===== src/rtl/uart_tx.sv =====
// uart_tx: asynchronous-serial transmitter.
// Frame: start bit (0), DATA_W data bits LSB first, optional even-parity bit,
// stop bit (1). Every bit is held for CLK_DIV clocks, and tx comes straight
// from a flop, so the line never glitches.
//
// Handshake: a word transfers on a rising clk edge where tx_valid and tx_ready
// are both 1. tx_ready is high only in IDLE and out of reset. The source holds
// tx_valid until the transfer; a tx_valid seen while tx_ready is low is ignored.
module uart_tx #(
    parameter int CLK_DIV   = 16,
    parameter int DATA_W    = 8,
    parameter int PARITY_EN = 0
) (
    input  logic              clk,
    input  logic              rst,
    input  logic [DATA_W-1:0] tx_data,
    input  logic              tx_valid,
    output logic              tx_ready,
    output logic              tx,
    output logic              busy
);

    localparam int DIV_W = (CLK_DIV > 2) ? $clog2(CLK_DIV) : 1;
    localparam int BIT_W = $clog2(DATA_W);
    localparam logic [DIV_W-1:0] DIV_LAST = DIV_W'(CLK_DIV - 1);
    localparam logic [BIT_W-1:0] BIT_LAST = BIT_W'(DATA_W - 1);

    typedef enum logic [2:0] {
        S_IDLE   = 3'd0,
        S_START  = 3'd1,
        S_DATA   = 3'd2,
        S_PARITY = 3'd3,
        S_STOP   = 3'd4
    } state_t;

    state_t            state, state_nxt;
    logic [DIV_W-1:0]  div, div_nxt;
    logic [BIT_W-1:0]  bit_cnt, bit_nxt;
    logic [DATA_W-1:0] shift, shift_nxt;
    logic              par, par_nxt;
    logic              tx_nxt;
    logic              div_last;

    assign tx_ready = (state == S_IDLE) && !rst;
    assign busy     = (state != S_IDLE);
    assign div_last = (div == DIV_LAST);

    // State and datapath registers; reset forces the line idle-high at once.
    always_ff @(posedge clk or posedge rst) begin
        if (rst) begin
            state   <= S_IDLE;
            div     <= '0;
            bit_cnt <= '0;
            shift   <= '0;
            par     <= 1'b0;
            tx      <= 1'b1;
        end else begin
            state   <= state_nxt;
            div     <= div_nxt;
            bit_cnt <= bit_nxt;
            shift   <= shift_nxt;
            par     <= par_nxt;
            tx      <= tx_nxt;
        end
    end

    // Next-state logic: each bit lasts CLK_DIV clocks, then the next bit's
    // value is loaded into the tx flop on the same edge the state advances.
    always_comb begin
        state_nxt = state;
        div_nxt   = div;
        bit_nxt   = bit_cnt;
        shift_nxt = shift;
        par_nxt   = par;
        tx_nxt    = tx;

        if (state != S_IDLE) begin
            div_nxt = div_last ? '0 : div + 1'b1;
        end

        case (state)
            S_IDLE: begin
                tx_nxt = 1'b1;
                if (tx_valid) begin
                    shift_nxt = tx_data;
                    par_nxt   = ^tx_data;
                    state_nxt = S_START;
                    tx_nxt    = 1'b0;
                    div_nxt   = '0;
                end
            end
            S_START: begin
                if (div_last) begin
                    state_nxt = S_DATA;
                    bit_nxt   = '0;
                    tx_nxt    = shift[0];
                    shift_nxt = shift >> 1;
                end
            end
            S_DATA: begin
                if (div_last) begin
                    if (bit_cnt == BIT_LAST) begin
                        bit_nxt = '0;
                        if (PARITY_EN != 0) begin
                            state_nxt = S_PARITY;
                            tx_nxt    = par;
                        end else begin
                            state_nxt = S_STOP;
                            tx_nxt    = 1'b1;
                        end
                    end else begin
                        bit_nxt   = bit_cnt + 1'b1;
                        tx_nxt    = shift[0];
                        shift_nxt = shift >> 1;
                    end
                end
            end
            S_PARITY: begin
                if (div_last) begin
                    state_nxt = S_STOP;
                    tx_nxt    = 1'b1;
                end
            end
            S_STOP: begin
                if (div_last) begin
                    state_nxt = S_IDLE;
                    tx_nxt    = 1'b1;
                end
            end
            default: begin
                state_nxt = S_IDLE;
                div_nxt   = '0;
                tx_nxt    = 1'b1;
            end
        endcase
    end

endmodule


===== config.mk =====
export PLATFORM = sky130hd
export DESIGN_NAME = uart_tx
export DESIGN_NICKNAME = d
export VERILOG_FILES = /design/src/rtl/uart_tx.sv
export SDC_FILE = /design/constraint.sdc
export NUM_CORES = 1
export LEC_CHECK = 0
export CAP_MARGIN = 20
export CORE_AREA = 3 3 47 49
export CTS_CLUSTER_DIAMETER = 200
export CTS_CLUSTER_SIZE = 12
export DETAILED_ROUTE_END_ITERATION = 10
export DIE_AREA = 0 0 50 52
export PLACE_DENSITY_LB_ADDON = 0.1
export SYNTH_ARGS = -nofsm -noshare
export SYNTH_HDL_FRONTEND = slang
export SYNTH_SLANG_ARGS = --single-unit
export TNS_END_PERCENT = 30

===== constraint.sdc =====
create_clock -name clk -period 4.8 [get_ports clk]
set_input_delay 1.2 -clock clk [delete_from_list [all_inputs] [get_ports clk]]
set_output_delay 1.2 -clock clk [all_outputs]
set_load 0.01 [all_outputs]

==> results of run 1 <==
-- cells in the mapped netlist (all sizes together) --
| cell type | n | area [sq um] |
|---|---|---|
| o32ai | 3 | 26.3 |
| nand4b | 1 | 8.76 |
| nand3b | 1 | 7.51 |
| o31ai | 1 | 7.51 |
| ha | 3 | 37.5 |
| a211o | 1 | 8.76 |
| dfrtp | 18 | 450 |
| inv | 4 | 15.0 |
| and2 | 1 | 6.26 |
| or2 | 3 | 18.8 |
| a22oi | 9 | 67.6 |
| dfstp | 1 | 26.3 |
| o21ai | 4 | 20.0 |
| nor2 | 7 | 26.3 |
| o2bb2ai | 9 | 78.8 |
| clkbuf | 4 | 15.0 |
| nand2 | 7 | 26.3 |
| or3 | 1 | 6.26 |
| nor3 | 3 | 15.0 |
| nand3 | 3 | 15.0 |
| a21o | 1 | 7.51 |
| nand4 | 1 | 6.26 |
| buf | 4 | 32.5 |
| o41ai | 1 | 8.76 |
| a21oi | 6 | 30.0 |
| nand2b | 1 | 6.26 |
| nor3b | 1 | 7.51 |
| and3 | 1 | 6.26 |
| xnor2 | 2 | 17.5 |
| a22o | 3 | 26.3 |
-- worst min-delay path by stage --
stage,startpoint,depth (start not counted),slack [ns],to
2_1_floorplan,shift[0]$_DFFE_PP0P_,1,0.46,shift[0]$_DFFE_PP0P_
3_3_place_gp,shift[5]$_DFFE_PP0P_,1,0.47,shift[5]$_DFFE_PP0P_
3_5_place_dp,shift[3]$_DFFE_PP0P_,1,0.47,shift[3]$_DFFE_PP0P_
4_1_cts,shift[2]$_DFFE_PP0P_,1,0.51,shift[2]$_DFFE_PP0P_
5_1_grt,shift[4]$_DFFE_PP0P_,1,0.52,shift[4]$_DFFE_PP0P_
6_report,shift[6]$_DFFE_PP0P_,1,0.51,shift[6]$_DFFE_PP0P_
-- logic make-up after synthesis --
| group | Yosys count |
|---|---|
| compound gates | 38 |
| simple gates | 31 |
| flops | 19 |
| buf+inv | 12 |
| fa+ha+maj | 3 |
| xor+xnor | 2 |
-- area by class of cell --
type,instances,area (sq um)
Sequential cell,19,477
Fill cell,177,726
Clock inverter,1,5.00
Clock buffer,3,22.5
Inverter,4,15.0
Tap cell,27,33.8
Timing Repair Buffer,13,130
Multi-Input combinational cell,74,493
-- layer usage --
layer	vias up	track usage
li1	414	-
met1	401	0.252
met2	14	0.300
met3	2	0.0372
met4	0	0.0829
met5	-	0
-- where the power goes --
group	switching, mW	internal, mW
Combinational	0.168	0.156
Sequential	0.0720	0.232
Clock	0.0510	0.0311
-- worst max-delay path, delay by kind of cell --
| family | cells | cell delay [ns] |
|---|---|---|
| buf+inv | 2 | 0.96 |
| simple gates | 1 | 0.11 |
-- sequential cells by signal, indices dropped and copies added (netlist names) --
register  count
bit_cnt       3
div           4
shift         8
state         3
tx            1
-- metrics by stage --
stage	cells	power [mW]	hold slack, ns	util	area [sq um]
after floorplan	105	0.573	0.456	-	1030
after global placement	137	0.612	0.473	0.604	1150
after detailed placement	137	0.629	0.475	0.604	1150
after CTS	141	0.711	0.506	0.618	1180
after global routing	141	0.779	0.524	0.618	1180
final	141	0.711	0.506	0.618	1180
==> flow_summary.toml, run 1 <==
[die]
core_sq_mm = 0.00190
dieWidth_um = 50
dieArea_sq_mm = 0.00260
initial_core_util = 0.543
die_y_um = 52
num_io_pins = 14
rows = 16

[global_routing]
grt_pass1_wl_mm = 3.74
overflow = 0
grt_pass1_vias = 840
grt_usage = 0.190
antenna_found_initial = 0
grt_max_degree = 20

[setup_path]
path_max_fanout = 2
required_ns = 3.60
cpPeakStageDelay_ns = 0.55
worstSetupEndpoint = "tx_ready"
crit_top_cell = "clkdlybuf4s50_1"
r2r_cells = 6
reg2reg_setup_slack_ns = 2.70
path_class = "in -> out"
crit_path_end_kind = "output port"
r2r_end = "shift[5]$_DFFE_PP0P_"
path_cells = "clkdlybuf4s50_1, nor2_1, clkdlybuf4s50_1"
critPathLaunchType = "primary input"
cp_slowest_cell = "clkdlybuf4s50_1"
worst_ep_arrival_time_ns = 2.27
r2r-start = "bit_cnt[0]$_DFFE_PP0P_"
critPathLaunch = "rst"

[synthesis]
syn_inst = 105
synth_area_sq_mm = 0.00103
synthAdderAreaFrac = 0.0364
syn_area_per_cell_sq_um = 9.83
ys_warn_count = 0
muxShareOfSynthArea = 0
synth_compound_area_frac = 0.273
synth_simple_gate_area_share = 0.152
synth-seq-cells = 19
synth.distinct_cells = 32
yosysSeqAreaShare = 0.462
syn_nets = 119
synth_top_family_by_area = "compound AO/OA/AOI/OAI gates"
synth-xor-area-share = 0.0170

[min_path]
hold_path.class = "reg -> reg"

[cts]
cts_setup_buffers = 0
cts_max_level = 1
cts_buffer_depth = 2
cts.sinks = 19
clock_latency_ns = 0.30
cts_made_buffers = 3
cts_tree = "done"
hold_buffers = 0
cts_resized = 0
clk_pin_slew_worst_paths_ns = 0.11
root_buffer = "clkbuf_4"

[power]
leakagePower_nw = 0.487
ir_worst_vdd_mv = 0.313
power_density_mw_per_mm2 = 604

[drt]
wl_met1_um = 989
dr.pass1.iters = 4
wl_mm = 2.09
via_per_inst = 5.89
route.met2.wl_mm = 1.01
route.met3.wl_um = 77
dr.max_layer_used = "met4"
drtIter0Drc = 22
drc = 0
vias = 831
wl_per_cell_um = 14.9
antenna_left = 0

[layout]
drive_above_1_share = 0.0526
mostFrequentLayoutCells = "dfrtp_1 (18), clkdlybuf4s50_1 (13), a22oi_1 (9), o2bb2ai_1 (9)"
layout_commonest_cell = "dfrtp_1"
n_antenna_cell = 0
area_growth_pct = 13.9
final_nets = 129

[sta]
worstMarginPinSlew_ns = 0.718
skew_ns = 0.00318
drv_slew = 0
rsz0062_at_grt = "false"
max-slew-margin-rel = 0.521
post-route-period-util = 0.723
tns_ns = 0
fin_crit_ns = 3.47
hold_violations = 0
worst_slack_ns = 1.33
timing.fmax_ghz = 0.288
final-setup-viol-count = 0

[placed_design]
dp_hpwl_mm = 1.48
post-place-ws_ns = 1.33
gp_congestion = 0.828
portBuffers = 13

[flow_run]
drv_cap = 0

[outcome]
status = "finished clean"
Note: power is estimated with default switching activity, not from simulation.
==> run 2, diff against run 1 <==
--- a/config.mk
+++ b/config.mk
@@ -6,11 +6,11 @@
 export NUM_CORES = 1
 export LEC_CHECK = 0
 export CAP_MARGIN = 20
-export CORE_AREA = 3 3 47 49
+export CORE_AREA = 3 3 51 53
 export CTS_CLUSTER_DIAMETER = 200
 export CTS_CLUSTER_SIZE = 12
 export DETAILED_ROUTE_END_ITERATION = 10
-export DIE_AREA = 0 0 50 52
+export DIE_AREA = 0 0 54 56
 export PLACE_DENSITY_LB_ADDON = 0.1
 export SYNTH_ARGS = -nofsm -noshare
 export SYNTH_HDL_FRONTEND = slang
==> constraint.sdc (replaced) <==
create_clock -name clk -period 2.9 [get_ports clk]
set_input_delay 0.725 -clock clk [delete_from_list [all_inputs] [get_ports clk]]
set_output_delay 0.725 -clock clk [all_outputs]
set_load 0.01 [all_outputs]
==> flow_summary.toml, run 2 (same netlist as run 1, synthesis figures left out) <==
[setup_path]
critPathLaunch = "state[2]$_DFFE_PP0P_"
r2r_end = "shift[7]$_DFFE_PP0P_"
r2r-start = "bit_cnt[0]$_DFFE_PP0P_"
critPathLaunchType = "flip-flop"
reg2reg_setup_slack_ns = 0.82
path_cells = "or3_1, nor2_1, clkdlybuf4s50_1"
path_class = "reg -> out"
worst_ep_arrival_time_ns = 1.82
cp.depth = 3
path_delay_family = "simple AND/OR/NAND/NOR gates"
cp_slowest_cell = "clkdlybuf4s50_1"
r2r_cells = 6
path_max_fanout = 5
cpPeakStageDelay_ns = 0.54
critPathBufInv = 1
required_ns = 2.17
crit_path_end_kind = "output port"
worstSetupEndpoint = "tx_ready"

[drt]
wl_mm = 2.15
dr.pass1.iters = 4
antenna_left = 0
drtIter0Drc = 22
wl_per_cell_um = 14.8
vias = 860
via_per_inst = 5.93
drc = 0

[layout]
biggestRegsByFlops = "shift x8, div x4"
largest-register = "shift"
area_growth_pct = 16.2
layout_commonest_cell = "dfrtp_1"
final_nets = 132
layout.cells.non_filler = 145
n_antenna_cell = 0
utilization = 0.548
mostFrequentLayoutCells = "dfrtp_1 (18), clkdlybuf4s50_1 (13), a22oi_1 (9), o2bb2ai_1 (9)"
largest_register_ffs = 8
drive_above_1_share = 0.0769
finish.instance_area_sq_mm = 0.00120

[sta]
post-route-period-util = 0.879
skew_ns = 0.00233
final-setup-viol-count = 0
timing.fmax_ghz = 0.392
drv_slew = 0
fin_crit_ns = 2.55
tns_ns = 0
worstMarginPinSlew_ns = 0.735
hold_violations = 0
rsz0062_at_grt = "false"
max-slew-margin-rel = 0.510

[die]
die_y_um = 56
core_sq_mm = 0.00219
dieArea_sq_mm = 0.00302
num_io_pins = 14
rows = 17
initial_core_util = 0.471
dieWidth_um = 54

[global_routing]
grt_pass1_wl_mm = 3.46
grt_max_degree = 20
grt_usage = 0.156
antenna_found_initial = 0
overflow = 0
grt_pass1_vias = 769

[cts]
cts_max_level = 1
hold_buffers = 0
clock_latency_ns = 0.30
cts_buffer_depth = 2
cts_setup_buffers = 0
cts_resized = 0
cts_tree = "done"
cts_made_buffers = 3
root_buffer = "clkbuf_4"
clk_pin_slew_worst_paths_ns = 0.11
cts.sinks = 19

[outcome]
status = "finished clean"

[flow_run]
drv_cap = 0

[min_path]
hold_path.class = "reg -> reg"

[power]
ir_worst_vdd_mv = 0.475
leakagePower_nw = 0.502
power_density_mw_per_mm2 = 989

[placed_design]
gp_congestion = 0.735
place_area_sq_mm = 0.00117
placed_cells = 141
portBuffers = 13
dp_hpwl_mm = 1.54
## run 2: through the flow
step	setup WS [ns]	hold WS, ns	power (mW)
floorplan	0.965	0.456	0.948
global placement	0.391	0.472	1.04
global route	0.275	0.531	1.29
CTS	0.326	0.508	1.20
detailed placement	0.372	0.479	1.06
finish	0.351	0.505	1.19
## run 2: final cells by class
type	count	area [sq um]
timing repair buffer	16	153
sequential	19	477
tap	28	35.0
multi-input combinational	74	493
fill	199	991
clock buffer	3	22.5
clock inverter	1	5.00
inverter	4	15.0
## run 2: routing by layer
metal,GRT usage,part of all wire,up-vias
met5,0,0,-
met3,0.0483,0.042,5
met4,0.0641,0.017,0
li1,-,-,420
met2,0.244,0.48,16
met1,0.193,0.46,419
## run 2: worst min-delay path by stage
| stage | startpoint | to | slack (ns) | depth (start not counted) |
|---|---|---|---|---|
| after floorplan | shift[0]$_DFFE_PP0P_ | shift[0]$_DFFE_PP0P_ | 0.46 | 1 |
| after global placement | shift[7]$_DFFE_PP0P_ | shift[7]$_DFFE_PP0P_ | 0.47 | 1 |
| after detailed placement | shift[6]$_DFFE_PP0P_ | shift[6]$_DFFE_PP0P_ | 0.48 | 1 |
| after CTS | shift[4]$_DFFE_PP0P_ | shift[4]$_DFFE_PP0P_ | 0.51 | 1 |
| after global routing | shift[5]$_DFFE_PP0P_ | shift[5]$_DFFE_PP0P_ | 0.53 | 1 |
| final | shift[4]$_DFFE_PP0P_ | shift[4]$_DFFE_PP0P_ | 0.51 | 1 |
## run 2: power breakdown
group	total (mW)	internal (mW)	switching [mW]	leakage (nW)
registers	0.471	0.385	0.0856	0.235
logic	0.580	0.273	0.307	0.249
clock network	0.136	0.0515	0.0847	0.0177
==> run 3, diff against run 2 <==
--- a/config.mk
+++ b/config.mk
@@ -5,7 +5,7 @@
 export SDC_FILE = /design/constraint.sdc
 export NUM_CORES = 1
 export LEC_CHECK = 0
-export CAP_MARGIN = 20
+export CAP_MARGIN = 10
 export CORE_AREA = 3 3 51 53
 export CTS_CLUSTER_DIAMETER = 200
 export CTS_CLUSTER_SIZE = 12
==> results of run 3 <==
No change in the layout: final DEF, timing and power equal those of run 2.
